## src/rtl/rv32_multicycle_sequencer_pkg.sv

```systemverilog
// rv32_multicycle_sequencer_pkg: shared types and constants for the multi-cycle sequencer.
//   state_e       FSM state encoding, also exported on state_o for debug
//   trap_cause_e  code reported on trap_cause_o
//   NOP_INSTR     instruction register reset value (addi x0, x0, 0)
//   LSU_*         decoder load/store opcode width and the codes the sequencer cares about
package rv32_multicycle_sequencer_pkg;

    localparam int LSU_OPCODE_WIDTH = 4;
    localparam logic [LSU_OPCODE_WIDTH-1:0] LSU_NONE    = 4'd0;
    localparam logic [LSU_OPCODE_WIDTH-1:0] LSU_LOAD_W  = 4'd1;
    localparam logic [LSU_OPCODE_WIDTH-1:0] LSU_STORE_W = 4'd2;

    localparam logic [31:0] NOP_INSTR = 32'h0000_0013;

    typedef enum logic [2:0] {
        ST_FETCH     = 3'd0,
        ST_DECODE    = 3'd1,
        ST_EXECUTE   = 3'd2,
        ST_MEM       = 3'd3,
        ST_WRITEBACK = 3'd4,
        ST_TRAP      = 3'd5
    } state_e;

    typedef enum logic [1:0] {
        CAUSE_MISALIGNED = 2'd0,
        CAUSE_IMEM_TO    = 2'd1,
        CAUSE_DMEM_TO    = 2'd2
    } trap_cause_e;

endpackage

```

## src/rtl/rv32_multicycle_sequencer_bus_timeout.sv

```systemverilog
// rv32_bus_timeout: counts consecutive bus wait cycles and flags the LIMIT-th one.
//   clk, rst_n  clock, asynchronous active-low reset
//   en_i        a request is outstanding and not acknowledged this cycle
//   expired_o   this is the LIMIT-th consecutive waiting cycle
module rv32_bus_timeout #(
    parameter int LIMIT = 16
) (
    input  logic clk,
    input  logic rst_n,
    input  logic en_i,
    output logic expired_o
);

    localparam int CW = $clog2(LIMIT + 1);

    logic [CW-1:0] count_q, count_d;

    // Any cycle without a pending wait clears the count, so every FETCH/MEM entry starts at zero.
    always_comb count_d = en_i ? count_q + CW'(1) : '0;

    assign expired_o = en_i && (count_q == CW'(LIMIT - 1));

    always_ff @(posedge clk or negedge rst_n) begin
        if (!rst_n) count_q <= '0;
        else        count_q <= count_d;
    end

endmodule

```

## src/rtl/rv32_multicycle_sequencer.sv

```systemverilog
// rv32_multicycle_sequencer: one-instruction-in-flight control FSM (fetch/decode/execute/mem/writeback/trap).
//   clk, rst_n                       clock, asynchronous active-low reset
//   imem_req_o/addr_o/ack_i/rdata_i  instruction fetch handshake, address = pc_o
//   instr_o                          latched instruction for the decoder
//   reg_w_i, mem_w_i, lsu_opcode_i   decoder controls
//   is_branch_i, branch_taken_i,
//   branch_target_i                  branch unit result (taken also asserted for unconditional jumps)
//   dmem_req_o/we_o/ack_i            data access handshake
//   rf_we_o                          register-file write strobe
//   pc_o, state_o                    current PC and FSM state
//   trap_o, trap_cause_o             trap pulse and latched cause
module rv32_multicycle_sequencer
    import rv32_multicycle_sequencer_pkg::*;
#(
    parameter logic [31:0] RESET_PC    = 32'h0000_0000,
    parameter logic [31:0] TRAP_VECTOR = 32'h0000_0100,
    parameter int          BUS_TIMEOUT = 16
) (
    input  logic                        clk,
    input  logic                        rst_n,
    output logic                        imem_req_o,
    output logic [31:0]                 imem_addr_o,
    input  logic                        imem_ack_i,
    input  logic [31:0]                 imem_rdata_i,
    output logic [31:0]                 instr_o,
    input  logic                        reg_w_i,
    input  logic                        mem_w_i,
    input  logic [LSU_OPCODE_WIDTH-1:0] lsu_opcode_i,
    input  logic                        is_branch_i,
    input  logic                        branch_taken_i,
    input  logic [31:0]                 branch_target_i,
    output logic                        dmem_req_o,
    output logic                        dmem_we_o,
    input  logic                        dmem_ack_i,
    output logic                        rf_we_o,
    output logic [31:0]                 pc_o,
    output logic [2:0]                  state_o,
    output logic                        trap_o,
    output logic [1:0]                  trap_cause_o
);

    state_e      state_q, state_d;
    trap_cause_e cause_q, cause_d;
    logic [31:0] pc_q, pc_d;
    logic [31:0] instr_q, instr_d;
    logic        in_fetch, in_mem, wait_en, expired, take;

    assign in_fetch = state_q == ST_FETCH;
    assign in_mem   = state_q == ST_MEM;
    assign wait_en  = (in_fetch && !imem_ack_i) || (in_mem && !dmem_ack_i);
    assign take     = is_branch_i && branch_taken_i;

    rv32_bus_timeout #(
        .LIMIT     (BUS_TIMEOUT)
    ) u_timeout (
        .clk       (clk),
        .rst_n     (rst_n),
        .en_i      (wait_en),
        .expired_o (expired)
    );

    always_comb begin
        state_d = state_q;
        cause_d = cause_q;
        pc_d    = pc_q;
        instr_d = instr_q;
        case (state_q)
            ST_FETCH: begin
                // Ack is checked first so an ack on the expiry cycle still completes the fetch.
                if (imem_ack_i) begin
                    instr_d = imem_rdata_i;
                    state_d = ST_DECODE;
                end else if (expired) begin
                    cause_d = CAUSE_IMEM_TO;
                    state_d = ST_TRAP;
                end
            end
            ST_DECODE: state_d = ST_EXECUTE;
            ST_EXECUTE: begin
                if (take && branch_target_i[1:0] != 2'b00) begin
                    cause_d = CAUSE_MISALIGNED;
                    state_d = ST_TRAP;
                end else begin
                    state_d = lsu_opcode_i != LSU_NONE ? ST_MEM : ST_WRITEBACK;
                end
            end
            ST_MEM: begin
                if (dmem_ack_i) begin
                    state_d = ST_WRITEBACK;
                end else if (expired) begin
                    cause_d = CAUSE_DMEM_TO;
                    state_d = ST_TRAP;
                end
            end
            ST_WRITEBACK: begin
                pc_d    = take ? branch_target_i : pc_q + 32'd4;
                state_d = ST_FETCH;
            end
            ST_TRAP: begin
                pc_d    = TRAP_VECTOR;
                state_d = ST_FETCH;
            end
            default: state_d = ST_FETCH;
        endcase
    end

    always_ff @(posedge clk or negedge rst_n) begin
        if (!rst_n) begin
            state_q <= ST_FETCH;
            cause_q <= CAUSE_MISALIGNED;
            pc_q    <= RESET_PC;
            instr_q <= NOP_INSTR;
        end else begin
            state_q <= state_d;
            cause_q <= cause_d;
            pc_q    <= pc_d;
            instr_q <= instr_d;
        end
    end

    // Strobes are pure decodes of the state register; the decoder inputs they qualify are held
    // stable for the whole instruction because they derive from the latched instr_o.
    assign imem_req_o   = in_fetch;
    assign imem_addr_o  = pc_q;
    assign instr_o      = instr_q;
    assign dmem_req_o   = in_mem;
    assign dmem_we_o    = in_mem && mem_w_i;
    assign rf_we_o      = (state_q == ST_WRITEBACK) && reg_w_i;
    assign trap_o       = state_q == ST_TRAP;
    assign trap_cause_o = cause_q;
    assign pc_o         = pc_q;
    assign state_o      = state_q;

endmodule
```

## config.mk

```make
export PLATFORM = sky130hd
export DESIGN_NAME = rv32_multicycle_sequencer
export DESIGN_NICKNAME = d
export VERILOG_FILES = /design/src/rtl/rv32_multicycle_sequencer_pkg.sv /design/src/rtl/rv32_multicycle_sequencer_bus_timeout.sv /design/src/rtl/rv32_multicycle_sequencer.sv
export SDC_FILE = /design/constraint.sdc
export NUM_CORES = 1
export LEC_CHECK = 0
export ABC_AREA = 1
export CAP_MARGIN = 20
export CELL_PAD_IN_SITES_DETAIL_PLACEMENT = 0
export CELL_PAD_IN_SITES_GLOBAL_PLACEMENT = 1
export CORE_MARGIN = 3
export CORE_UTILIZATION = 31
export DETAILED_ROUTE_END_ITERATION = 12
export GPL_TIMING_DRIVEN = 0
export PLACE_DENSITY = 0.85
export SYNTH_ARGS = -nofsm -noshare
export SYNTH_HDL_FRONTEND = slang
export SYNTH_SLANG_ARGS = --single-unit
```

## constraint.sdc

```tcl
create_clock -name clk -period 1.7 [get_ports clk]
set_clock_uncertainty 0.1 [all_clocks]
set_input_delay 0.34 -clock clk [delete_from_list [all_inputs] [get_ports clk]]
set_output_delay 0.34 -clock clk [all_outputs]
set_load 0.01 [all_outputs]
```

==> impl_metrics.yaml <==
run_status:
  outcome: "complete, but fails checks"
  violations: "setup timing"
synth:
  ys_types: 29
  syn_avg_cell_area_um2: 7.73
  yosys_register_bits: 74
  synthesis.nets: 657
  synth_edf_count: 0
  syn_inst: 578
  async_flop_share_pct: 100
  yosysSeqAreaShare_pct: 41.5
  synth_ff_type: "dfrtp_1"
  syn_area_um2: 4470
  synth_warnings: 0
flow_run:
  max_cap_viol_count: 0
timing:
  fmax_ghz: 0.548
  setup_viol: 31
  hold_viol_final: 0
  fin_crit_sh_pct: 107
  finalSetupTns_ns: -0.880
  drv_slew: 0
  setup_ws_ns: -0.126
  relSlewSlack_pct: 61.1
  fin_crit_ns: 1.83
  tightest_slew_ns: 0.583
  rsz0062_at_grt: "true"
final_layout:
  diodes: 0
  fill_cells: 1324
  mostFrequentLayoutCell: "nand2_1"
  final_cell_mix: "149 x nand2_1, 86 x buf_4, 82 x nor2_1, 81 x dlygate4sd2_1, 77 x clkdlybuf4s50_1"
  final_cell_area_um2: 7650
  drive_gt1_share_pct: 30.2
  seqCellArea_um2: 1890
  finalNonFillerCells: 1020
  fin_nets: 914
  multi_input_area_um2: 2350
  syn2layout_area_growth_pct: 71.3
drt:
  met3_length_um: 1420
  vias_per_cell: 4.59
  post-route-drc-count: 0
  drt-total-wl_um: 15600
  postRouteAntennaNets: 0
  wl_per_cell_um: 15.3
  route.met2.wl_um: 7760
  vias: 4680
  wl_met1_um: 6130
  dr.pass1.iters: 4
  drtIter0Drc: 204
  dr.max_layer_used: "met4"
floorplanning:
  coreArea_um2: 14000
  dieHeight_um: 126
  start_util_pct: 31.9
  rows: 43
  die_area_um2: 15900
  boundaryPins: 182
  die_x_um: 126
placement:
  dp_hpwl_um: 11300
  gp_congestion: 0.889
  pre_cts_ws_ns: -0.645
  io_buffer_count: 181
  placedCellCount: 940
  placed_area_um2: 6530
setup_path:
  cp-end-kind: "output pin"
  crit_slowest_cell: "dfrtp_2"
  r2r_end: "instr_o[17]$_DFFE_PN0P_"
  cpPeakStageDelay_ns: 0.44
  crit_type: "reg2out"
  rrSetupSlack_ns: -0.03
  required_ns: 1.26
  worst-path-buf-inv: 3
  reg2regPathDepth: 6
  worstPathCellList: "nor2_4 > buf_6 > nand2_4 > buf_12 > nor2_4 > buf_6"
  critPathTopFamily: "flip-flops"
  critPathMaxFanout: 5
  crit_arrival_ns: 1.39
  r2r-start: "state_o[2]$_DFF_PN0_"
  startpoint_type: "flop"
global_routing:
  grt_util_all_layers_pct: 19.2
  grt_max_degree: 59
  grt_pass1_wl_um: 24000
  grt_pass1_vias: 4736
  grt_overflow_total: 0
  antenna_found_initial: 0
power:
  p_leak_nw: 3.90
  ir_drop_uv: 1090
  power_density_nw_per_um2: 1630
min_path:
  min_path_type: "in2async"
clocking:
  cts_root_buf: "clkbuf_16"
  cts_sinks: 74
  insertion_delay_ns: 0.34
  cts_max_level: 3
  cts_tree: "built"
  numCtsBuffers: 9
  cts_buffer_depth: 2
  clk_pin_slew_ns: 0.06
-- cell usage after synthesis, types with 2 or more instances --
library cell,number,area [µm²]
nor2_2,3,18.8
o22ai_1,7,43.8
o21ai_0,24,120
mux2_2,2,22.5
xor2_1,4,35.0
dfrtp_1,71,1780
buf_6,3,33.8
ha_1,3,37.5
mux2_4,30,450
nand2_1,163,612
inv_1,47,176
clkbuf_1,9,33.8
nand3_1,42,210
nor2_1,109,409
o21ai_1,2,10.0
buf_2,2,10.0
nand4_1,4,25.0
buf_4,32,240
a21oi_1,8,40.0
dfstp_2,3,78.8
xnor2_1,2,17.5
-- how the worst max path moves through the flow --
stage,from,end,cells past startpoint
after floorplan,state_o[2]$_DFF_PN0_,rf_we_o,5
after global placement,rst_n,instr_o[16]$_DFFE_PN0P_,1
after detailed placement,state_o[2]$_DFF_PN0_,trap_o,6
after CTS,state_o[2]$_DFF_PN0_,trap_o,7
after global routing,state_o[1]$_DFF_PN0_,rf_we_o,6
final,state_o[1]$_DFF_PN0_,rf_we_o,6
-- final cells by class --
class / instances / area share, %
clock inverters: 7 / 0.899
plain buffers: 46 / 4.94
multi-input cells: 410 / 30.6
repair buffers: 246 / 30.5
clock buffers: 9 / 2.94
flip-flops and latches: 74 / 24.7
well taps: 180 / 2.94
inverters: 48 / 2.42
-- report_power, final --
part	switching (mW)	internal, mW	total [mW]	leakage [nW]
clock	0.803	1.13	1.94	0.142
sequential	0.669	2.67	3.34	0.884
combinational	3.19	4.02	7.22	2.88
total	4.67	7.83	12.5	3.90
-- repair_timing --
action,CTS,global route
gates cloned,3,0
pin swaps,6,18
endpoints found under the hold margin,16,0
gates resized for setup,170,92
buffers inserted,46,14
hold buffers,1,0
setup endpoints to repair,118,86
-- per-layer routing --
metal	up-vias	global-route usage (%)
li1	2324	-
met4	0	7.63
met3	18	6.79
met2	175	33.6
met5	-	0
met1	2163	21.3
-- sequential cells by signal, summed over array words and instances, names as in the netlist --
signal / count
imem_addr_o: 32
instr_o: 32
u_timeout.count_q: 5
state_o: 3
trap_cause_o: 2
-- per-stage QoR --
step / power (mW) / hold slack, ns / util, %
floorplan: 6.55 / -0.0556 / -
global placement: 9.70 / 0.345 / 46.5
detailed placement: 9.85 / 0.135 / 46.7
CTS: 12.3 / 0.319 / 52.2
global route: 13.3 / 0.339 / 54.7
finish: 12.5 / 0.320 / 54.7
-- cells by family after synthesis --
| group | count (synthesis) | share of synthesized area [%] |
|---|---|---|
| XOR/XNOR | 6 | 1.18 |
| multiplexers | 32 | 10.6 |
| buffers and inverters | 94 | 11.1 |
| flip-flops | 74 | 41.5 |
| AND/OR/NAND/NOR | 326 | 29.6 |
| AO/OA/AOI/OAI | 43 | 5.15 |
| adder cells (fa/ha/maj) | 3 | 0.840 |
Power figures use the tool's default switching activity.
